==> src/rtl/fetch_pkg.sv <==
// Shared types and constants for the instruction fetch sequencer.
// Entry widths here fix the XLEN/ILEN that ifetch_ctrl is built with.
package fetch_pkg;

    localparam int FETCH_XLEN = 32;
    localparam int FETCH_ILEN = 32;
    localparam logic [FETCH_XLEN-1:0] RESET_PC_DEFAULT = '0;

    typedef enum logic [1:0] {
        IDLE  = 2'd0,
        RUN   = 2'd1,
        HALT  = 2'd2,
        FAULT = 2'd3
    } fetch_state_t;

    typedef struct packed {
        logic [FETCH_XLEN-1:0] pc;
        logic [FETCH_ILEN-1:0] instr;
    } fetch_entry_t;

    // True when a byte PC lies outside an imem of 2**instrn words or is not word aligned.
    function automatic logic pc_is_bad(input logic [FETCH_XLEN-1:0] pc, input int instrn);
        logic [FETCH_XLEN-1:0] hi;
        hi = pc >> (instrn + 2);
        return (hi != '0) || (pc[1:0] != 2'b00);
    endfunction

endpackage

==> src/rtl/fetch_buf.sv <==
// Small synchronous FIFO of {pc, instr} fetch entries; flush empties it and wins over push.
// DEPTH must be a power of two so the pointers wrap naturally.
module fetch_buf
    import fetch_pkg::*;
#(
    parameter int DEPTH = 2
) (
    input  logic         clk,
    input  logic         reset,
    input  logic         push,
    input  logic         pop,
    input  logic         flush,
    input  fetch_entry_t push_data,
    output logic         full,
    output logic         empty,
    output fetch_entry_t head
);

    localparam int PTR_W = (DEPTH > 1) ? $clog2(DEPTH) : 1;
    localparam logic [PTR_W:0] DEPTH_CNT = (PTR_W + 1)'(DEPTH);

    fetch_entry_t     mem_q [DEPTH];
    fetch_entry_t     mem_d [DEPTH];
    logic [PTR_W-1:0] wr_ptr_q, wr_ptr_d;
    logic [PTR_W-1:0] rd_ptr_q, rd_ptr_d;
    logic [PTR_W:0]   count_q, count_d;
    logic             push_ok;
    logic             pop_ok;

    assign full    = (count_q == DEPTH_CNT);
    assign empty   = (count_q == '0);
    assign head    = mem_q[rd_ptr_q];
    assign pop_ok  = pop && !empty;
    // A full buffer still accepts a push when the head leaves in the same cycle.
    assign push_ok = push && (!full || pop_ok);

    always_comb begin
        mem_d    = mem_q;
        wr_ptr_d = wr_ptr_q;
        rd_ptr_d = rd_ptr_q;
        count_d  = count_q;
        if (flush) begin
            wr_ptr_d = '0;
            rd_ptr_d = '0;
            count_d  = '0;
        end else begin
            if (push_ok) begin
                mem_d[wr_ptr_q] = push_data;
                wr_ptr_d        = wr_ptr_q + 1'b1;
            end
            if (pop_ok) begin
                rd_ptr_d = rd_ptr_q + 1'b1;
            end
            case ({push_ok, pop_ok})
                2'b10:   count_d = count_q + 1'b1;
                2'b01:   count_d = count_q - 1'b1;
                default: count_d = count_q;
            endcase
        end
    end

    always_ff @(posedge clk) begin
        if (reset) begin
            wr_ptr_q <= '0;
            rd_ptr_q <= '0;
            count_q  <= '0;
        end else begin
            wr_ptr_q <= wr_ptr_d;
            rd_ptr_q <= rd_ptr_d;
            count_q  <= count_d;
        end
    end

    always_ff @(posedge clk) begin
        mem_q <= mem_d;
    end

endmodule

==> src/rtl/ifetch_ctrl.sv <==
// Fetch sequencer: owns the PC, reads imem combinationally and queues {pc, instr} for decode.
// Handshake: an instruction transfers on any rising edge where instr_valid && instr_ready.
module ifetch_ctrl
    import fetch_pkg::*;
#(
    parameter int              INSTRN    = 7,
    parameter int              ILEN      = FETCH_ILEN,
    parameter int              XLEN      = FETCH_XLEN,
    parameter logic [XLEN-1:0] RESET_PC  = RESET_PC_DEFAULT,
    parameter int              BUF_DEPTH = 2
) (
    input  logic              clk,
    input  logic              reset,
    output logic [INSTRN-1:0] imem_addr,
    input  logic [ILEN-1:0]   imem_instr,
    input  logic              redirect,
    input  logic [XLEN-1:0]   redirect_pc,
    input  logic              halt_req,
    output logic              instr_valid,
    input  logic              instr_ready,
    output logic [ILEN-1:0]   instr_out,
    output logic [XLEN-1:0]   instr_pc,
    output logic              fault,
    output logic [1:0]        fetch_state
);

    fetch_state_t    state_q, state_d;
    logic [XLEN-1:0] pc_q, pc_d;
    logic            pc_bad;
    logic            redirect_ok;
    logic            redirect_bad;
    logic            buf_push;
    logic            buf_pop;
    logic            buf_flush;
    logic            buf_full;
    logic            buf_empty;
    fetch_entry_t    buf_in;
    fetch_entry_t    buf_head;

    assign imem_addr    = pc_q[INSTRN+1:2];
    assign pc_bad       = pc_is_bad(pc_q, INSTRN);
    assign redirect_ok  = redirect && (state_q != FAULT);
    assign redirect_bad = redirect_ok && (redirect_pc[1:0] != 2'b00);
    assign buf_pop      = instr_valid && instr_ready;
    assign buf_in       = '{pc: pc_q, instr: imem_instr};

    always_comb begin
        state_d   = state_q;
        pc_d      = pc_q;
        buf_push  = 1'b0;
        buf_flush = 1'b0;

        case (state_q)
            IDLE: state_d = RUN;
            RUN: begin
                if (pc_bad) begin
                    state_d = FAULT;
                end else if (halt_req) begin
                    state_d = HALT;
                end else if (!buf_full || buf_pop) begin
                    buf_push = 1'b1;
                    pc_d     = pc_q + XLEN'(4);
                end
            end
            HALT: begin
                if (!halt_req) begin
                    state_d = RUN;
                end
            end
            default: state_d = FAULT;
        endcase

        // Redirect overrides fetch; a pop in the same cycle still completes at decode.
        if (redirect_ok) begin
            buf_flush = 1'b1;
            buf_push  = 1'b0;
            pc_d      = redirect_pc;
            if (redirect_bad) begin
                state_d = FAULT;
            end else if (state_q == RUN) begin
                state_d = halt_req ? HALT : RUN;
            end
        end
    end

    always_ff @(posedge clk) begin
        if (reset) begin
            state_q <= IDLE;
            pc_q    <= RESET_PC;
        end else begin
            state_q <= state_d;
            pc_q    <= pc_d;
        end
    end

    fetch_buf #(
        .DEPTH(BUF_DEPTH)
    ) u_fetch_buf (
        .clk      (clk),
        .reset    (reset),
        .push     (buf_push),
        .pop      (buf_pop),
        .flush    (buf_flush),
        .push_data(buf_in),
        .full     (buf_full),
        .empty    (buf_empty),
        .head     (buf_head)
    );

    assign instr_valid = !buf_empty;
    assign instr_out   = instr_valid ? buf_head.instr : '0;
    assign instr_pc    = instr_valid ? buf_head.pc : '0;
    assign fault       = (state_q == FAULT);
    assign fetch_state = state_q;

endmodule

==> config.mk <==
export PLATFORM = sky130hd
export DESIGN_NAME = ifetch_ctrl
export DESIGN_NICKNAME = d
export VERILOG_FILES = /design/src/rtl/fetch_pkg.sv /design/src/rtl/fetch_buf.sv /design/src/rtl/ifetch_ctrl.sv
export SDC_FILE = /design/constraint.sdc
export NUM_CORES = 1
export LEC_CHECK = 0
export ABC_CLOCK_PERIOD_IN_PS = 9200
export CAP_MARGIN = 20
export CORE_ASPECT_RATIO = 0.5
export CORE_MARGIN = 2
export CORE_UTILIZATION = 55
export CTS_BUF_LIST = sky130_fd_sc_hd__clkbuf_8
export DETAILED_ROUTE_END_ITERATION = 8
export PLACE_DENSITY = 0.95
export SYNTH_ARGS = -nofsm -noshare
export SYNTH_HDL_FRONTEND = slang
export SYNTH_SLANG_ARGS = --single-unit
==> constraint.sdc <==
create_clock -name clk -period 9.2 [get_ports clk]
set_input_delay 1.38 -clock clk [delete_from_list [all_inputs] [get_ports clk]]
set_output_delay 1.38 -clock clk [all_outputs]
set_load 0.1 [all_outputs]
# After elaboration in Yosys (flattened, before gate mapping)
# Cells that the tools add are included.
[word_totals] reg_bits=166 in_bits=69 out_inout_bits=75
[classes] addsub=5 n_lt_le_gt_ge=3 eq_ne=9 n_mux=28 bitwise=3 reduce_logical=22
[op_table] operator="$mux W64" count=4
[op_table] operator="$mux W32" count=7
[op_table] operator="$bwmux W128" count=1
[op_table] operator="$demux W64 S1" count=1
[op_table] operator="$add A32 B3 Y32 const B" count=1
[op_table] operator="$reduce_bool A32 Y1" count=1
[op_table] operator="$mux W2" count=7
[op_table] operator="$reduce_bool A2 Y1" count=5
[op_table] operator="$eq A2 B2 Y1 const B" count=4
[op_table] operator="$logic_and A1 B1 Y1" count=6
[op_table] operator="$mux W1" count=6
[op_table] operator="$pmux W2 S3" count=1
[op_table] operator="$eq A2 B1 Y1 const B" count=2
[op_table] operator="$ge A2 B2 Y1 const B" count=2
[op_table] operator="$logic_not A2 Y1" count=2
[op_table] operator="$ne A2 B1 Y1 const B" count=2
[op_table] operator="$not A1 Y2" count=2
[op_table] operator="$pmux W2 S2" count=1
[op_table] operator="$reduce_and A4 Y1" count=1
[op_table] operator="$logic_or A1 B1 Y1" count=3
[op_table] operator="$add A1 B1 Y1 const B" count=2
[op_table] operator="$add A2 B1 Y2 const B" count=1
[op_table] operator="$logic_not A1 Y1" count=2
[op_table] operator="$lt A2 B1 Y1 const B" count=1
[op_table] operator="5 further kinds" count=5

# Depth between registers and ports, before layout
[depth] depth_word=12 mapped_depth=10 depth_no_buf=9

# Cells and area by module
# A second synthesis with hierarchy kept.
[hier_totals] cells_unflattened=507 area_unflattened_um2=6890.4
[by_module_without_submodules] module="fetch_buf" n_inst=1 cells_per_inst=226 area_per_inst_um2=4847.1 seq_area_each_um2=3923.8
[by_module_without_submodules] module="ifetch_ctrl" n_inst=1 cells_per_inst=281 area_per_inst_um2=2043.2 seq_area_each_um2=680.7

# Least setup slack after synthesis
# No wires, ideal clock.
[synth_path] path_kind="input to register" start="input port halt_req" end="register u_fetch_buf.mem_q[0] in the netlist's numbering (enable)" setup_ns=0.486 arrival_ns=4.891 t_required_ns=8.714 slack_ns=3.823 stages=5 path_buffers=1 cell_sequence="nor2_1 nand3_1 clkbuf_1 or3_1 nor2_1"
[synth_via] elab_chain_cells=6
[synth_lines] item="from (decl)" line_no="ifetch_ctrl.sv:18" rtl="input logic halt_req,"
[synth_lines] item="$mux W1" line_no="ifetch_ctrl.sv:58" rtl="end else if (halt_req) begin"
[synth_lines] item="$mux W1" line_no="ifetch_ctrl.sv:56" rtl="if (pc_bad) begin"
[synth_lines] item="$mux W1" line_no="ifetch_ctrl.sv:53" rtl="case (state_q)"
[synth_lines] item="$mux W1" line_no="ifetch_ctrl.sv:74" rtl="if (redirect_ok) begin"
[synth_lines] item="$logic_and A1 B1 Y1" line_no="fetch_buf.sv:35" rtl="assign push_ok = push && (!full || pop_ok);"
[synth_lines] item="$reduce_and A2 Y1 (no line)"
[synth_lines] item="to (signal assigned)" line_no="fetch_buf.sv:75" rtl="mem_q <= mem_d;"
[synth_lines] item="to (decl)" line_no="fetch_buf.sv:22" rtl="fetch_entry_t mem_q [DEPTH];"
# No other way between the ends.
# A chain may end at the register's enable or synchronous reset.

# Worst setup path after layout
[layout_path] start="register u_fetch_buf.rd_ptr_q" end="output port instr_pc[30]"
[layout_via] elab_chain_cells=5
[layout_lines] item="from (decl)" line_no="fetch_buf.sv:25" rtl="logic [PTR_W-1:0] rd_ptr_q, rd_ptr_d;"
[layout_lines] item="from (signal assigned)" line_no="fetch_buf.sv:69" rtl="rd_ptr_q <= rd_ptr_d;"
[layout_lines] item="$not A1 Y2 (not written as such)" line_no="fetch_buf.sv:32" rtl="assign head = mem_q[rd_ptr_q];"
[layout_lines] item="$mux W64 (not written as such) (3 in series)" line_no="fetch_buf.sv:32"
[layout_lines] item="$mux W32" line_no="ifetch_ctrl.sv:112" rtl="assign instr_pc = instr_valid ? buf_head.pc : '0;"
[layout_lines] item="to (decl)" line_no="ifetch_ctrl.sv:22" rtl="output logic [XLEN-1:0] instr_pc,"
# No other way between the ends. The select of a mux whose other input is x is not followed.

==> flow_metrics.tcl <==
set metrics [dict create \
    drt_iter0_markers 337 \
    rr_startpoint "pc_q[12]" \
    die_h_um 80.9 \
    io_pins 144 \
    drive_gt1_share_pct 6.89 \
    clock_skew_ns 0.0159 \
    nNetsFinal 697 \
    wl_per_cell_um 18.3 \
    cts_tree "built" \
    htree_levels 4 \
    cp-endpoint "instr_pc[30]" \
    grt_pass1_wl_um 21900 \
    first_pass_iters 5 \
    num_rows 28 \
    io_buffers 143 \
    drcViolationCount 0 \
    synth-edff-count 128 \
    yosys_most_used_dff "edfxtp_1" \
    postCtsSetupRepairBufs 0 \
    postRouteAntennaNets 0 \
    endpoint_kind "output pin" \
    hold_buffers 0 \
    grt.overflow.total 0 \
    initial_utilization_pct 55.8 \
    synth.area.top_cells "edfxtp_1 (59%), dfxtp_1 (12%), mux2i_1 (10%), nor2_1 (4.6%), nand2_1 (2.9%)" \
    yosys.area.top_type "edfxtp_1" \
    die-area_sq_um 12800 \
    slew_violations 0 \
    setup-tns-final_ns 0 \
    cp-start-kind "flip-flop" \
    leakagePower_uw 0.00271 \
    rsz0062_at_grt "no" \
    netlist_instances 491 \
    hp-class "flip-flop to flip-flop" \
    die_w_um 158 \
    dpl_cell_area_sq_um 8060 \
    areaGrowthSynthToFinish_pct 30.2 \
    n_antenna_cell 0 \
    fin_cells 804 \
    outcome "complete, no violations" \
    syn_area_sq_um 6510 \
    synth.most_common_cell "edfxtp_1" \
    ys_warn_count 0 \
    hold_violations 0 \
    viasPerCell 5.52 \
    vdd_drop_max_v 0.0000892 \
    rrSetupSlack_ns 5.98 \
    vias 4440 \
    r2r-end "u_fetch_buf.mem_q[85]" \
    finalSetupViolations 0 \
    synth_nets 562 \
    critPathKind "flip-flop to output pin" \
    ys_ff_latch 166 \
    cp.required_ns 7.82 \
    clk_latency_ns 0.46 \
    syn_avg_cell_area_sq_um 13.3 \
    nFillCells 703 \
    clk_pin_slew_ns 0.09 \
    p_per_area_nw_per_um2 174 \
    async_flop_share_pct 0 \
    cp_max_fo 33 \
    wl_um 14700 \
    yosysSeqAreaShare_pct 70.7 \
    place_congestion 0.800 \
    grt_pass1_vias 4261 \
    dpl.hpwl_um 8890 \
    worst_ep_arrival_time_ns 2.97 \
    startpoint "u_fetch_buf.rd_ptr_q" \
    max_cap_viol_count 0 \
    design_area_sq_um 8480 \
    coreArea_sq_um 11700 \
    cts_buffers 17 \
    post_cts_resized 0 \
    min_period_ns 4.35 \
    cts.sinks 166 \
    grt_start_max_net_pins 66 \
    antenna_found_initial 0 \
    reg2reg_depth 6 \
    cts_root_buf "clkbuf_8" \
    synth_common_cells "edfxtp_1 (128), nor2_1 (80), mux2i_1 (65)" \
    ys_types 38 \
    place_inst 771 \
    relSlewSlack_pct 30.7 \
    grt_usage_pct 23.0 \
    cts_max_path_buffers 2 \
    worst_slew_pin_slew_ns 1.04 \
    post-route-period-util_pct 47.3 \
    fmax_mhz 230 \
    yosysTopAreaCellShare_pct 59.1 \
]
## registers in the layout (all words and copies together) (netlist names)
register              flops
u_fetch_buf.rd_ptr_q      1
fetch_state               2
pc_q                     32
u_fetch_buf.count_q       2
u_fetch_buf.wr_ptr_q      1
u_fetch_buf.mem_q       128
## per-stage QoR
step                      power (uW)  util, %  hold WS (ns)  setup WS [ns]
after floorplan                  918        -         0.448           3.82
after global placement           964     69.1         0.458           5.16
after detailed placement         970     69.1         0.467           5.14
after CTS                       1480     72.5         0.488           4.64
after global routing            1520     72.7         0.510           4.66
final                           1480     72.7         0.488           4.85
## cell type report
type / instances / area [sq um] / area share [%]
Sequential cell: 166 / 4610 / 54.4
Multi-Input combinational cell: 285 / 1750 / 20.6
Timing Repair Buffer: 150 / 1500 / 17.7
Clock buffer: 18 / 248 / 2.92
Tap cell: 165 / 206 / 2.44
Clock inverter: 14 / 149 / 1.76
Inverter: 6 / 22.5 / 0.266
## worst min path at each step
| stage | start | end | slack [ns] | depth (start not counted) |
|---|---|---|---|---|
| after floorplan | pc_q[12] | u_fetch_buf.mem_q[108] | 0.45 | 0 |
| after global placement | pc_q[22] | u_fetch_buf.mem_q[54] | 0.46 | 0 |
| after detailed placement | pc_q[26] | u_fetch_buf.mem_q[122] | 0.47 | 0 |
| after CTS | pc_q[26] | u_fetch_buf.mem_q[122] | 0.49 | 0 |
| after global routing | pc_q[26] | u_fetch_buf.mem_q[122] | 0.51 | 0 |
| final | pc_q[26] | u_fetch_buf.mem_q[122] | 0.49 | 0 |
## cells by family after synthesis
group | after synthesis | share of synthesized area (%)
and+or+nand+nor | 166 | 10.9
DFF | 166 | 70.7
muxes | 65 | 10.0
AOI/OAI and AO/OA | 47 | 4.56
buffers and inverters | 40 | 2.71
xor gates and xnor gates | 5 | 0.673
adders and majority gates | 2 | 0.384
## placed cells by master, fill, tap and decap left out, types with 6 or more instances in the layout
cell,Yosys,routed
inv_1,6,6
mux2i_1,65,65
a21oi_1,26,26
edfxtp_1,128,128
dfxtp_1,38,37
nor2_1,80,77
nand2_1,50,50
clkdlybuf4s50_1,0,143
clkbuf_8,0,18
buf_4,7,6
nor3_1,7,7
## report_power, final
group	switching (uW)	total, uW	internal, uW
combinational	74.0	122	47.6
clock	270	520	250
sequential	16.7	835	818
## metal layers
metal  vias to the layer above  track usage, %  part of all wire [%]
li1                       2040               -                     -
met1                      2159            28.2                    40
met3                        38            5.82                   6.0
met4                         0            8.73                   2.7
met2                       203            40.2                    51
met5                         -               0                     0
## critical path: stages, from the launching register on
cell and delay (ns):
dfxtp_4 0.75, buf_12 0.33, mux2i_1 0.11, nor2_1 0.15
clkdlybuf4s50_1 1.16
Power figures use the tool's default switching activity.
